### config.mk
export PLATFORM = sky130hd
export DESIGN_NAME = uart_rx_flat
export DESIGN_NICKNAME = d
export VERILOG_FILES = /design/src/rtl/uart_rx_if.sv /design/src/rtl/uart_rx.sv /design/src/flat_wrapper.sv
export SDC_FILE = /design/constraint.sdc
export NUM_CORES = 1
export LEC_CHECK = 0
export CAP_MARGIN = 20
export CORE_MARGIN = 4
export CORE_UTILIZATION = 37
export CTS_CLUSTER_DIAMETER = 80
export CTS_CLUSTER_SIZE = 24
export DETAILED_ROUTE_END_ITERATION = 6
export PLACE_DENSITY_LB_ADDON = 0.08
export SKIP_LAST_GASP = 1
export SLEW_MARGIN = 25
export SYNTH_ARGS = -nofsm -noshare
export SYNTH_HDL_FRONTEND = slang
export SYNTH_SLANG_ARGS = --single-unit
### constraint.sdc
create_clock -name i_clk -period 1.75 [get_ports i_clk]
set_input_delay 0.2625 -clock i_clk [delete_from_list [all_inputs] [get_ports i_clk]]
set_output_delay 0.2625 -clock i_clk [all_outputs]
set_load 0.02 [all_outputs]
### src/rtl/uart_rx_if.sv
// Receive-side handshake and status bundle for uart_rx.
interface uart_rx_if;
  logic [7:0] o_data;
  logic       o_valid;
  logic       i_ready;
  logic       o_frame_err;
  logic       o_overrun;
  logic       o_busy;

  modport master (
    output o_data, o_valid, o_frame_err, o_overrun, o_busy,
    input  i_ready
  );

  modport slave (
    input  o_data, o_valid, o_frame_err, o_overrun, o_busy,
    output i_ready
  );
endinterface

### src/rtl/uart_rx.sv
// UART 8N1 receiver: mid-bit sampling of a synchronized rx line, one-deep
// holding register with valid/ready, framing-error and overrun pulses.
module uart_rx #(
  parameter  int unsigned CLKS_PER_BIT = 868,
  localparam int unsigned CNT_W        = $clog2(CLKS_PER_BIT)
) (
  input  logic        i_clk,
  input  logic        i_rst,
  input  logic        i_uart_rx,
  uart_rx_if.master   rx_if
);

  localparam logic [CNT_W-1:0] BIT_END = CNT_W'(CLKS_PER_BIT - 1);
  localparam logic [CNT_W-1:0] MID_BIT = CNT_W'((CLKS_PER_BIT - 1) / 2);

  typedef enum logic [2:0] {
    S_IDLE,
    S_START,
    S_DATA,
    S_STOP,
    S_RECOVER
  } state_e;

  state_e           state_q, state_d;
  logic             rx_meta_q, rx_s_q;
  logic [CNT_W-1:0] clk_cnt_q, clk_cnt_d;
  logic [2:0]       bit_idx_q, bit_idx_d;
  logic [7:0]       shift_q, shift_d;
  logic [7:0]       data_q, data_d;
  logic             valid_q, valid_d;
  logic             ferr_q, ferr_d;
  logic             ovr_q, ovr_d;

  always_ff @(posedge i_clk or posedge i_rst) begin
    if (i_rst) begin
      rx_meta_q <= 1'b1;
      rx_s_q    <= 1'b1;
      state_q   <= S_IDLE;
      clk_cnt_q <= '0;
      bit_idx_q <= '0;
      shift_q   <= '0;
      data_q    <= '0;
      valid_q   <= 1'b0;
      ferr_q    <= 1'b0;
      ovr_q     <= 1'b0;
    end else begin
      rx_meta_q <= i_uart_rx;
      rx_s_q    <= rx_meta_q;
      state_q   <= state_d;
      clk_cnt_q <= clk_cnt_d;
      bit_idx_q <= bit_idx_d;
      shift_q   <= shift_d;
      data_q    <= data_d;
      valid_q   <= valid_d;
      ferr_q    <= ferr_d;
      ovr_q     <= ovr_d;
    end
  end

  always_comb begin
    state_d   = state_q;
    clk_cnt_d = clk_cnt_q;
    bit_idx_d = bit_idx_q;
    shift_d   = shift_q;
    data_d    = data_q;
    valid_d   = valid_q;
    ferr_d    = 1'b0;
    ovr_d     = 1'b0;

    if (valid_q && rx_if.i_ready) valid_d = 1'b0;

    unique case (state_q)
      S_IDLE: begin
        clk_cnt_d = '0;
        if (!rx_s_q) state_d = S_START;
      end
      S_START: begin
        if (clk_cnt_q == MID_BIT) begin
          clk_cnt_d = '0;
          bit_idx_d = '0;
          state_d   = rx_s_q ? S_IDLE : S_DATA;
        end else begin
          clk_cnt_d = clk_cnt_q + CNT_W'(1);
        end
      end
      S_DATA: begin
        if (clk_cnt_q == BIT_END) begin
          clk_cnt_d          = '0;
          shift_d[bit_idx_q] = rx_s_q;
          if (bit_idx_q == 3'd7) begin
            state_d = S_STOP;
          end else begin
            bit_idx_d = bit_idx_q + 3'd1;
          end
        end else begin
          clk_cnt_d = clk_cnt_q + CNT_W'(1);
        end
      end
      S_STOP: begin
        if (clk_cnt_q == BIT_END) begin
          clk_cnt_d = '0;
          if (rx_s_q) begin
            state_d = S_IDLE;
            // A same-cycle accept frees the holding register for the new byte.
            if (!valid_q || rx_if.i_ready) begin
              data_d  = shift_q;
              valid_d = 1'b1;
            end else begin
              ovr_d = 1'b1;
            end
          end else begin
            ferr_d  = 1'b1;
            state_d = S_RECOVER;
          end
        end else begin
          clk_cnt_d = clk_cnt_q + CNT_W'(1);
        end
      end
      S_RECOVER: begin
        clk_cnt_d = '0;
        if (rx_s_q) state_d = S_IDLE;
      end
      default: state_d = S_IDLE;
    endcase
  end

  assign rx_if.o_data      = data_q;
  assign rx_if.o_valid     = valid_q;
  assign rx_if.o_frame_err = ferr_q;
  assign rx_if.o_overrun   = ovr_q;
  assign rx_if.o_busy      = (state_q != S_IDLE);

endmodule

### src/flat_wrapper.sv
// flat-port wrapper written by rule: the top's interface ports become plain ports
module uart_rx_flat 
#(
  parameter  int unsigned CLKS_PER_BIT = 868,
  localparam int unsigned CNT_W        = $clog2(CLKS_PER_BIT)
)
  (i_clk, i_rst, i_uart_rx, rx_if_o_data, rx_if_o_valid, rx_if_o_frame_err, rx_if_o_overrun, rx_if_o_busy, rx_if_i_ready);
  uart_rx_if rx_if_i ();
  input  logic i_clk;
  input  logic i_rst;
  input  logic i_uart_rx;
  output wire logic [$bits(rx_if_i.o_data)-1:0] rx_if_o_data;
  output wire logic [$bits(rx_if_i.o_valid)-1:0] rx_if_o_valid;
  output wire logic [$bits(rx_if_i.o_frame_err)-1:0] rx_if_o_frame_err;
  output wire logic [$bits(rx_if_i.o_overrun)-1:0] rx_if_o_overrun;
  output wire logic [$bits(rx_if_i.o_busy)-1:0] rx_if_o_busy;
  input wire logic [$bits(rx_if_i.i_ready)-1:0] rx_if_i_ready;
  assign rx_if_o_data = rx_if_i.o_data;
  assign rx_if_o_valid = rx_if_i.o_valid;
  assign rx_if_o_frame_err = rx_if_i.o_frame_err;
  assign rx_if_o_overrun = rx_if_i.o_overrun;
  assign rx_if_o_busy = rx_if_i.o_busy;
  assign rx_if_i.i_ready = rx_if_i_ready;
  uart_rx #(.CLKS_PER_BIT(CLKS_PER_BIT)) u_core (.i_clk(i_clk), .i_rst(i_rst), .i_uart_rx(i_uart_rx), .rx_if(rx_if_i));
endmodule
==> impl_results.md <==
* Setup slack, reg-to-reg at -0.09 ns
* First DRT Iteration DRCs at 41
* Setup TNS at -0.992 ns
* Setup CP Type: reg -> reg
* HPWL after DPL at 3.26 mm
* Filler cells at 463
* Antenna cells at 0
* Yosys warning total at 0
* Via count at 1,497
* Clk root buf: clkbuf_8
* Final Max Tran Viols at 0
* GRT Overall Usage at 0.160
* R2r endpoint: u_core.shift_q[4]
* Worst setup margin at -0.0926 ns
* CP Depth at 5
* Skew-Pair Late Insertion Delay at 0.29 ns
* FFs w/ async S/R, synth at 1.00
* Worst-path cell chain: or3b_4 > buf_6 > nor4_4 > nand3b_1 > mux2_2
* Largest net degree at the start of global routing at 26
* Worst R2R Start: u_core.clk_cnt_q[2]
* Worst hold slack at 0.271 ns
* CP endpoint kind: register
* Vias in the first global route at 1,648
* Final hold vios at 0
* Yosys reg bits at 37
* Fin util at 0.535
* Failing checks: setup timing
* Most frequent cells in the layout: buf_4 (38), dfrtp_1 (35), mux2_2 (15)
* I/O pin total at 16
* Final cell count without fillers at 289
* First-pass GRT wire length at 7.89 mm
* Buf+Inv Stages, Crit Path at 1
* Status: finished with violations
* DR vias/cell at 5.18
* Cell Area, Placed at 2340 sq um
* Tcrit/Tclk final at 1.05
* Share of the synthesized area in the top cell type at 0.468
* Antenna violations before repair at 0
* Critical path arrival at 2.02 ns
* RSZ-0062 raised after global routing: true
* Minimum clock period at 1.84 ns
* Nets at 229
* Crit path max fanout at 5
* DRC at 0
* Remaining global-route overflow at 0
* H-tree depth at 2
* P_leak at 1.18 nW
* # setup viols final at 15
* Max-cap violations at 0
* Final instance area at 2580 sq um
* HP Class: in -> async
* Mapped Avg Cell Area at 11.3 sq um
* Bufs on Longest Clock Path at 2
* Seq/Total Area, Yosys at 0.496
* Die height at 79.1 um
* CP required at 1.93 ns
* Power density cells at 573 nW/um^2
* Row count at 25
* Layout cells sized above 1 at 0.392
* Crit start category: register
* CP startpoint: u_core.clk_cnt_q[2]
* Leading cell type in the layout, fill and taps excluded: buf_4
* CP top delay family: simple AND/OR/NAND/NOR gates
* Clock Pin Slew Worst Setup and Hold Paths at 0.08 ns
* Relative slew slack at 0.732
* Synthesized cell area at 1870 sq um
* Syn_nets at 174
* Max Clk Rate at 0.543 GHz
* CTS tree: built
* Top FF cell, synth: dfrtp_1
* I/O Buffers at 15
* Area growth from synthesis to layout at 37.7%
* Worst-Margin Slew at 0.391 ns
* Dpl ws at -0.230 ns
* DP Cell Count at 275
* Post-synth EDFFs at 0
* WL per Instance at 15.5 um
* Num CTS Buffers at 5
* Design Power at 1.48 mW
* Area occupied by multi-input gates at 996 sq um
* Worst VDD drop at 0.381 mV
* Synth area leaders: dfrtp_1 (47%), mux2_2 (11%), xor2_1 (3.3%)
* Distinct cell type count after synthesis at 41
* Cell count after synthesis at 166
* Routed wire length at 4.49 mm
* CORE AREA at 4820 sq um
* Die area at 6260 sq um
* Final setup skew at 0.00619 ns
* Antenna Nets Post-Route at 0
* Final Wtd Congestion at 0.848
* Reg area at 928 sq um
* Width of the die at 79.1 um
* TritonCTS Sinks at 37
* Worst path max stage delay at 0.44 ns
* Slowest-stage cell, CP: or3b_4
* Synth area leader: dfrtp_1
* Initial DRT Pass Iterations at 4
* Critical Path End: u_core.shift_q[4]
* Cell depth of the worst flop-to-flop path at 5
* Initial core utilization at 0.389
[state kept, by name, summed over array words and instances (netlist names)]
signal,count
u_core.rx_if.o_valid,1
u_core.rx_s_q,1
u_core.bit_idx_q,3
u_core.rx_if.o_frame_err,1
u_core.rx_if.o_overrun,1
u_core.rx_if.o_data,8
u_core.shift_q,8
u_core.state_q,3
u_core.clk_cnt_q,10
u_core.rx_meta_q,1
[power by group]
part	leakage, nW	internal [mW]	switching [mW]
Combinational	0.643	0.0120	0.0219
Sequential	0.495	0.859	0.00150
Clock	0.0439	0.275	0.308
Total	1.18	1.15	0.331
[timing repair]
item / 4_1_cts / 5_1_grt
setup endpoints to repair: 20 / 26
gates resized for setup: 16 / 10
pin swaps: 6 / 12
hold buffers: 0 / 0
setup buffers: 1 / 5
[worst register-to-register path, stage by stage (launching register included)]
cell and delay [ns]:
dfrtp_1 0.38, or3b_4 0.44, buf_6 0.14, nor4_4 0.36, nand3b_1 0.13, mux2_2 0.28
[final cells by class]
type / instances / area share
multi-input cells: 116 / 0.386
flip-flops and latches: 37 / 0.360
clock buffers: 5 / 0.0267
repair buffers: 56 / 0.180
well taps: 67 / 0.0325
clock inverters: 3 / 0.00680
inverters: 5 / 0.00728
[layer usage]
| metal | vias up | part of all wire | GRT usage |
|---|---|---|---|
| met5 | - | 0 | 0 |
| met4 | 0 | 0.016 | 0.0636 |
| met3 | 9 | 0.035 | 0.0374 |
| met2 | 27 | 0.49 | 0.264 |
| met1 | 742 | 0.46 | 0.202 |
| li1 | 719 | - | - |
[cell usage after synthesis, types with 3 or more instances]
cell / count
nand3_1: 7
o21ai_0: 3
mux2_2: 18
nand4_1: 6
ha_1: 4
inv_1: 5
xor2_1: 7
nand2b_1: 4
nor2b_1: 3
nor3b_1: 3
nand2_1: 6
clkbuf_1: 6
nor2_1: 7
dfrtp_1: 35
and3_1: 6
nor3_1: 12
[how the worst min path moves through the flow]
| stage | start | to | slack, ns |
|---|---|---|---|
| after global routing | i_rst | u_core.clk_cnt_q[2] | 0.32 |
| after floorplan | i_uart_rx | u_core.rx_meta_q | 0.27 |
| after global placement | u_core.rx_meta_q | u_core.rx_s_q | 0.35 |
| after detailed placement | u_core.rx_meta_q | u_core.rx_s_q | 0.35 |
| final | i_rst | u_core.clk_cnt_q[2] | 0.27 |
| after CTS | i_rst | u_core.clk_cnt_q[2] | 0.27 |
[cell families (layout without fill, tap and decap cells)]
group / after synthesis / after routing / share of synthesized area
xor+xnor: 8 / 8 / 0.0374
buf+inv: 13 / 69 / 0.0274
fa+ha+maj: 4 / 4 / 0.0267
mux: 19 / 19 / 0.114
simple gates: 69 / 69 / 0.236
flops: 37 / 37 / 0.496
compound gates: 16 / 16 / 0.0628
No activity file was read; power rests on OpenSTA's default activity.
